==> config.mk <==
export PLATFORM = sky130hd
export DESIGN_NAME = ps2_kbd_ctrl
export DESIGN_NICKNAME = d
export VERILOG_FILES = /design/src/rtl/ps2_pkg.sv /design/src/rtl/ps2_key_map.sv /design/src/rtl/ps2_kbd_ctrl.sv
export SDC_FILE = /design/constraint.sdc
export NUM_CORES = 1
export LEC_CHECK = 0
export ABC_CLOCK_PERIOD_IN_PS = 1950
export CAP_MARGIN = 20
export CORE_MARGIN = 2
export CORE_UTILIZATION = 55
export CTS_CLUSTER_SIZE = 14
export DETAILED_ROUTE_END_ITERATION = 7
export GPL_ROUTABILITY_DRIVEN = 1
export PLACE_DENSITY = 0.78
export RECOVER_POWER = 100
export REMOVE_ABC_BUFFERS = 1
export SLEW_MARGIN = 20
export SYNTH_ARGS = -nofsm -noshare
export SYNTH_HDL_FRONTEND = slang
export SYNTH_SLANG_ARGS = --single-unit
==> constraint.sdc <==
create_clock -name clk -period 1.95 [get_ports clk]
set_input_delay 0.195 -clock clk [delete_from_list [all_inputs] [get_ports clk]]
set_output_delay 0.195 -clock clk [all_outputs]
set_load 0.01 [all_outputs]
==> src/rtl/ps2_pkg.sv <==
// Shared types and constants for the PS/2 Set-2 scan-code sequencer.
package ps2_pkg;

  typedef enum logic [2:0] {
    IDLE,
    EXT,
    BRK,
    EXTBRK,
    PAUSE
  } state_t;

  localparam logic [7:0] PFX_EXT   = 8'hE0;
  localparam logic [7:0] PFX_BRK   = 8'hF0;
  localparam logic [7:0] PFX_PAUSE = 8'hE1;
  localparam logic [7:0] BAT       = 8'hAA;
  localparam logic [7:0] ACK       = 8'hFA;
  localparam logic [7:0] ECHO      = 8'hEE;
  localparam logic [7:0] RESEND    = 8'hFE;
  localparam logic [7:0] OVR0      = 8'h00;
  localparam logic [7:0] OVR1      = 8'hFF;
  localparam int         PAUSE_LEN = 7;
  localparam int         KEY_IDX_W = 9;

  typedef struct packed {
    logic [7:0] code;
    logic       ext;
    logic       brk;
  } event_t;

  // Receiver overrun markers.
  function automatic logic is_ovr(input logic [7:0] b);
    return (b == OVR0) || (b == OVR1);
  endfunction

  // Keyboard-to-host protocol replies that carry no key information.
  function automatic logic is_proto(input logic [7:0] b);
    return (b == BAT) || (b == ACK) || (b == ECHO) || (b == RESEND);
  endfunction

endpackage

==> src/rtl/ps2_key_map.sv <==
// Key-down bitmap indexed by {ext, code}; used to filter typematic repeats.
module ps2_key_map
  import ps2_pkg::*;
(
  input  logic                 clk,
  input  logic                 rst,
  input  logic [KEY_IDX_W-1:0] idx,
  input  logic                 set,
  input  logic                 clr,
  output logic                 hit,
  output logic                 any_down
);

  logic [(1 << KEY_IDX_W)-1:0] map;

  assign hit      = map[idx];
  assign any_down = |map;

  // Set on an accepted make, clear on a break.
  // NOTE: this is a flop array, not a RAM, so it can and must be reset; a RAM macro could not be.
  always_ff @(posedge clk or negedge rst) begin
    if (!rst) begin
      map <= '0;
    end else if (set) begin
      map[idx] <= 1'b1;
    end else if (clr) begin
      map[idx] <= 1'b0;
    end
  end

endmodule

==> src/rtl/ps2_kbd_ctrl.sv <==
// PS/2 Set-2 scan-code sequencer: drains receiver bytes, parses E0/F0/E1
// prefixes and emits one key event per complete sequence.
// Optional feature macro: PS2_KEYMAP_EN (typematic filter + any_down output).
module ps2_kbd_ctrl
  import ps2_pkg::*;
#(
  parameter int TIMEOUT_CYC = 2_500_000,
  parameter int TMR_W       = 22
) (
  input  logic       clk,
  input  logic       rst,
  input  logic       ps2_rdy,
  input  logic [7:0] ps2_data,
  output logic       ps2_done,
  output logic       ev_valid,
  input  logic       ev_ready,
  output logic [7:0] ev_code,
  output logic       ev_ext,
  output logic       ev_brk,
  output logic       err
`ifdef PS2_KEYMAP_EN
  ,
  output logic       any_down
`endif
);

  localparam logic [TMR_W-1:0] TIMER_LAST = TMR_W'(TIMEOUT_CYC - 1);

  state_t           state, state_nxt;
  logic [2:0]       skip, skip_nxt;
  logic [TMR_W-1:0] timer;
  event_t           ev_q, ev_nxt;
  logic             emit, emit_ok, ovr, is_pause;
  logic             pop, timeout;

  // A byte is only taken when the event slot is empty or being drained.
  assign ps2_done = ps2_rdy & (~ev_valid | ev_ready);
  assign pop      = ps2_done;
  // A pop in the expiry cycle keeps the sequence alive.
  assign timeout  = (state != IDLE) && (timer == TIMER_LAST) && !pop;

  assign ev_code = ev_q.code;
  assign ev_ext  = ev_q.ext;
  assign ev_brk  = ev_q.brk;

  // Decode the head byte against the current prefix state.
  // NOTE: every output gets a default first so no path leaves a latch behind.
  always_comb begin
    state_nxt = state;
    skip_nxt  = skip;
    emit      = 1'b0;
    ovr       = 1'b0;
    is_pause  = 1'b0;
    ev_nxt    = '{code: ps2_data, ext: 1'b0, brk: 1'b0};
    unique case (state)
      IDLE: begin
        if (ps2_data == PFX_EXT) begin
          state_nxt = EXT;
        end else if (ps2_data == PFX_BRK) begin
          state_nxt = BRK;
        end else if (ps2_data == PFX_PAUSE) begin
          state_nxt = PAUSE;
          skip_nxt  = 3'(PAUSE_LEN);
        end else if (is_ovr(ps2_data)) begin
          ovr = 1'b1;
        end else if (!is_proto(ps2_data)) begin
          emit = 1'b1;
        end
      end
      EXT: begin
        if (ps2_data == PFX_BRK) begin
          state_nxt = EXTBRK;
        end else begin
          state_nxt  = IDLE;
          ovr        = is_ovr(ps2_data);
          emit       = !is_ovr(ps2_data);
          ev_nxt.ext = 1'b1;
        end
      end
      BRK, EXTBRK: begin
        state_nxt  = IDLE;
        ovr        = is_ovr(ps2_data);
        emit       = !is_ovr(ps2_data);
        ev_nxt.ext = (state == EXTBRK);
        ev_nxt.brk = 1'b1;
      end
      PAUSE: begin
        if (skip == 3'd1) begin
          state_nxt = IDLE;
          emit      = 1'b1;
          is_pause  = 1'b1;
          ev_nxt    = '{code: PFX_PAUSE, ext: 1'b0, brk: 1'b0};
        end else begin
          skip_nxt = skip - 3'd1;
        end
      end
      default: state_nxt = IDLE;
    endcase
  end

`ifdef PS2_KEYMAP_EN
  logic key_hit;

  // Repeated makes of a held key are consumed silently; breaks always pass.
  assign emit_ok = emit & (is_pause | ev_nxt.brk | ~key_hit);

  ps2_key_map u_key_map (
    .clk      (clk),
    .rst      (rst),
    .idx      ({ev_nxt.ext, ev_nxt.code}),
    .set      (pop & emit_ok & ~is_pause & ~ev_nxt.brk),
    .clr      (pop & emit & ev_nxt.brk),
    .hit      (key_hit),
    .any_down (any_down)
  );
`else
  assign emit_ok = emit;
`endif

  // Sequencer state, inter-byte timer, error pulse and event output register.
  // NOTE: sequential state uses non-blocking assignments so every flop samples pre-edge values.
  always_ff @(posedge clk or negedge rst) begin
    if (!rst) begin
      state    <= IDLE;
      skip     <= '0;
      timer    <= '0;
      err      <= 1'b0;
      ev_valid <= 1'b0;
      ev_q     <= '0;
    end else begin
      err <= (pop & ovr) | timeout;

      if (pop) begin
        state <= state_nxt;
        skip  <= skip_nxt;
        timer <= '0;
      end else if (timeout || state == IDLE) begin
        state <= IDLE;
        timer <= '0;
      end else begin
        timer <= timer + 1'b1;
      end

      if (pop && emit_ok) begin
        ev_valid <= 1'b1;
        ev_q     <= ev_nxt;
      end else if (ev_ready) begin
        ev_valid <= 1'b0;
      end
    end
  end

endmodule

---- Word level (Yosys, flattened, before mapping) ----
Index checks and enable logic that the tools add are counted.
storage, ports and cells
  bits in registers ....................... 40
  output and inout port bits .............. 13
  word-level logic and storage cells ...... 90
operators by class
  add/sub/neg operators ................... 2
  equality and inequality tests ........... 20
  multiplexer cells ....................... 36
  bitwise operators ....................... 5
  reductions and logical operators ........ 19
operators by type and width
  operator                                                         count
  8-bit == test, second input constant                             8
  22-bit 2-to-1 mux                                                2
  3-bit 2-to-1 mux                                                 10
  22-bit by 1-bit adder with 22-bit output, second input constant  1
  22-bit == test, second input constant                            1
  1-bit 2-to-1 mux                                                 15
  10-bit 2-to-1 mux                                                1
  3-bit case mux with 3 select lines                               1
  8-bit zero test                                                  1
  8-bit 2-to-1 mux                                                 1
  2-bit inequality test, second input constant                     4
  3-bit by 1-bit == test with 1-bit output, second input constant  2
  3-bit by 2-bit == test with 1-bit output, second input constant  2
  1-bit case mux with 3 select lines                               2
  3-bit case mux with 2 select lines                               1
  6-bit AND reduction                                              1
  2-bit nonzero test                                               3
  1-bit logical OR                                                 5
  5-bit inequality test, second input constant                     1
  1-bit case mux with 4 select lines                               1
  3-bit == test, second input constant                             1
  1-bit logical AND                                                3
  3-bit zero test                                                  1
  3-bit inequality test, second input constant                     1
  10 further kinds                                                 13

---- Logic depth before layout (Yosys ltp) ----
  depth after elaboration ................. 12
  depth in mapped cells ................... 8
  depth with buffers taken out ............ 7

---- Worst setup path after synthesis ----
OpenSTA, ideal clock, no wires.
  kind .................................... register to register
  start point ............................. register state[1]
  end point ............................... register ev_q (netlist bit ev_ext)
  arrival ................................. 1.660 ns
  required time ........................... 1.828 ns
  slack ................................... 0.168 ns
  cell stages (with the launch flop) ...... 7
  buffers on the path ..................... 2
  clock period less this slack ............ 1.782 ns
  cells stage by stage .................... dfrtp_1 > buf_6 > or3_4 > nor4_4 > o21ai_2 > buf_6 > a32o_1
on the way
  cells in the longest elaborated chain, start to end .. 4
RTL lines
  item                                                                line                                    text
  start, declared                                                     ps2_kbd_ctrl.sv:29                      state_t state, state_nxt;
  start signal, assigned                                              ps2_kbd_ctrl.sv:134                     state <= state_nxt;
  3-bit by 2-bit == test with 1-bit output, on equally long branches  ps2_kbd_ctrl.sv:55, ps2_kbd_ctrl.sv:84
  2-bit OR reduction                                                  ps2_kbd_ctrl.sv:55                      unique case (state)
  1-bit case mux with 4 select lines                                  ps2_kbd_ctrl.sv:55
  1-bit logical AND                                                   ps2_kbd_ctrl.sv:144                     if (pop && emit_ok) begin
  end signal, assigned                                                ps2_kbd_ctrl.sv:146                     ev_q <= ev_nxt;
  end, declared                                                       ps2_kbd_ctrl.sv:32                      event_t ev_q, ev_nxt;
Several ways; a longest one is shown, not always the timed one.
A chain may end at the register's enable or synchronous reset.

---- Final worst setup path ----
  start point ............................. register state[2]
  end point ............................... register ev_q (netlist bit ev_brk)
on the way
  cells in the longest elaborated chain, start to end .. 4
RTL lines
  item                                      line
  3-bit by 2-bit == test with 1-bit output  ps2_kbd_ctrl.sv:55
  2-bit OR reduction                        ps2_kbd_ctrl.sv:55
  1-bit case mux with 4 select lines        ps2_kbd_ctrl.sv:55
  1-bit logical AND                         ps2_kbd_ctrl.sv:144
Several ways; a longest one is shown, not always the timed one.

==> key figures <==
Run status
  – Status: finished, final reports clean

Clock tree
  – CTS tree: done
  – Worst skew pair latency: 0.31 ns
  – Setup bufs post-CTS: 0
  – Maximum clock path buffer count: 2
  – Reg clk slew, reported paths: 0.09 ns
  – Sink Count: 40
  – CTS HTree Levels: 2
  – CTS root buf: clkbuf_8
  – Number of CTS-inserted buffers: 5

Synth
  – Synthesized area: 2170 um^2
  – Post-Syn Instances: 213
  – Largest cells by area after synthesis: dfrtp_1, nor2_1, xor2_1
  – Sequential cell area fraction in the yosys report: 0.461
  – Syn Area/Cell: 10.2 um^2
  – Flops & latches, synth: 40
  – Top-area cell type share of the netlist area: 0.461
  – Number of flops mapped to enable cells by yosys: 0
  – Yosys top cell by area: dfrtp_1
  – Most common cell in the netlist: dfrtp_1
  – Post-synthesis mux area share: 0
  – Post-synthesis simple-gate area fraction: 0.257
  – XOR/XNOR Fraction of Synth Area: 0.0847
  – Ys async rst share: 1.00
  – Adder-Cell Fraction of Synth Area: 0.0173
  – Largest family of logic cells by synthesized area: simple AND/OR/NAND/NOR gates
  – Ys flop type: dfrtp_1
  – Ys Warns: 0
  – Cell variety after synth: 45
  – Synth Area in Compound Gates: 0.138
  – Most frequent cells after synthesis: dfrtp_1, nor2_1, nand3_1

Global routing
  – First-pass GRT wire length: 8.07 mm
  – Pin count of the biggest net entering global routing: 26
  – Vias in the first global route: 1645
  – Grt total ovfl: 0
  – Initial antenna violation count: 0
  – Total Routing Usage GR: 0.248

Worst setup path
  – CP max-delay cell: or3_4
  – Type of origin of the critical path: flip-flop
  – CP Cell Sequence: or3_4 > nor4_4 > o21ai_2 > buf_12 > a22o_1
  – Max FO, Critical Path: 10
  – R2R Path Start: state[2]$_DFFE_PN0P_
  – Req. time, crit path: 2.15 ns
  – CP startpoint: state[2]$_DFFE_PN0P_
  – Crit path kind: flip-flop to flip-flop
  – Crit. End Element: flip-flop
  – CP arrival: 2.01 ns
  – Critical Path Max Stage Delay: 0.43 ns

Die
  – Core area: 3720 um^2
  – Die ar.: 4470 um^2
  – IO Count: 25
  – # rows: 22
  – Overall die height: 66.8 um
  – Die Wd: 66.8 um
  – Initial Utilization: 0.585

Final layout
  – Filler cells: 275
  – Area added between synthesis and finish: 27.1%
  – ANT cells: 0
  – Layout cells sized above 1: 0.207
  – Final #Nets: 284
  – Area occupied by multi-input gates: 1070 um^2
  – Register area: 1000 um^2
  – Non-filler cells, final: 318

Place
  – Final HPWL DP: 3.66 mm
  – Final GP Congestion: 0.924
  – Buffers on Ports: 24
  – Inst Count DP: 309

Power
  – Power, Total: 2.04 mW
  – VDD IR-drop max: 0.000583 V
  – PD cells: 740 nW/um^2
  – Leakage: 1.17 nW

Timing
  – Fmax: 551 MHz
  – Fin. max-slew vios: 0
  – Worst Skew: 0.00941 ns
  – Final Hold Fails: 0
  – Unrepaired setup endpoints after global routing: no
  – Slew HR: 0.116
  – Final Setup Violations: 0
  – Fin crit share: 0.930
  – Tmin final: 1.81 ns
  – Slew @ Worst Pin: 1.33 ns

Detailed routing
  – Drt first-iter violations: 108
  – DRC violations left: 0
  – DRT Wirelength: 4.90 mm
  – Final ANT Viol Nets: 0
  – DR WL/cell: 15.4 um
  – DR vias: 1806
  – First-pass detailed-route iteration total: 4
  – Routed vias/inst: 5.68

Min path
  – Min-Delay Path Class: input pin to flip-flop
  – Hold path start: ps2_data[4]

Flow run
  – Max Cap Violations: 0
==> cell type report <==
cell class              instances  share of cell area
clock buffers                   5              0.0249
clock inverters                 3              0.0168
inverters                      10              0.0136
multi-input cells             156               0.386
flip-flops and latches         40               0.362
well taps                      48              0.0217
repair buffers                 56               0.174
==> placed cells by master, fill, tap and decap left out, types with 3 or more instances in the layout <==
master,count
dfrtp_1,40
dlygate4sd3_1,13
clkbuf_2,3
buf_4,25
clkbuf_8,5
nor2_1,33
nor4_1,3
nor3_1,4
xnor2_1,8
a22o_1,6
ha_1,3
clkdlybuf4s50_1,10
a21oi_1,5
nand3_1,14
xor2_1,13
nand2_1,13
or4_4,3
nand4_1,9
inv_1,10
o21ai_2,3
==> flip-flops by register name, summed over array words and instances (netlist names) <==
signal and cells:
timer 22, ev_ext 1, ev_valid 1, ev_brk 1, state 3, skip 3, err 1, ev_code 8
==> worst max-delay path: cells and delay by family, from the launching register on <==
family	cells	cell delay, ns
buf+inv	1	0.15
simple gates	2	0.80
compound gates	2	0.35
flops	1	0.40
==> logic make-up after synthesis <==
kind of cell             after synthesis
adder cells (fa/ha/maj)                3
XOR/XNOR                              21
AND/OR/NAND/NOR                       99
flip-flops                            40
AO/OA/AOI/OAI                         33
buffers and inverters                 17
==> timing repair <==
action,4_1_cts,5_1_grt
endpoints found under the setup margin,0,1
endpoints found under the hold margin,23,0
hold buffers,1,0
gates resized for setup,0,1
==> per-layer routing <==
| layer | track usage | wire length (um) |
|---|---|---|
| met4 | 0.0765 | 69 |
| met5 | 0 | 0 |
| met1 | 0.363 | 2360 |
| met3 | 0.0625 | 228 |
| met2 | 0.360 | 2240 |
==> power breakdown <==
part           internal, mW  switching [mW]
combinational         0.204           0.199
sequential            0.892          0.0433
clock                 0.386           0.320
==> through the flow <==
stage	hold slack [ns]	util	setup slack, ns	instance area [um^2]	TNS [ns]
3_3_place_gp	0.211	0.715	-0.175	2660	-2.01
6_report	0.359	0.743	0.136	2760	0
4_1_cts	0.410	0.749	0.122	2780	0
3_5_place_dp	0.219	0.715	-0.205	2660	-2.32
2_1_floorplan	-0.101	-	-0.0648	2120	-0.130
5_1_grt	0.365	0.743	0.00738	2760	0
==> final timing paths <==
path	cells past startpoint	slack [ns]	endpoint
worst max-delay path	5	0.14	ev_brk$_DFFE_PN0P_
worst min-delay path	2	0.36	ev_code[4]$_DFFE_PN0P_
worst max register to register	5	0.14	ev_brk$_DFFE_PN0P_
worst min register to register	1	0.49	timer[0]$_DFF_PN0_
max in group asynchronous	3	0.34	ev_code[1]$_DFFE_PN0P_
min in group asynchronous	2	0.72	timer[21]$_DFF_PN0_
Power figures use the tool's default switching activity.
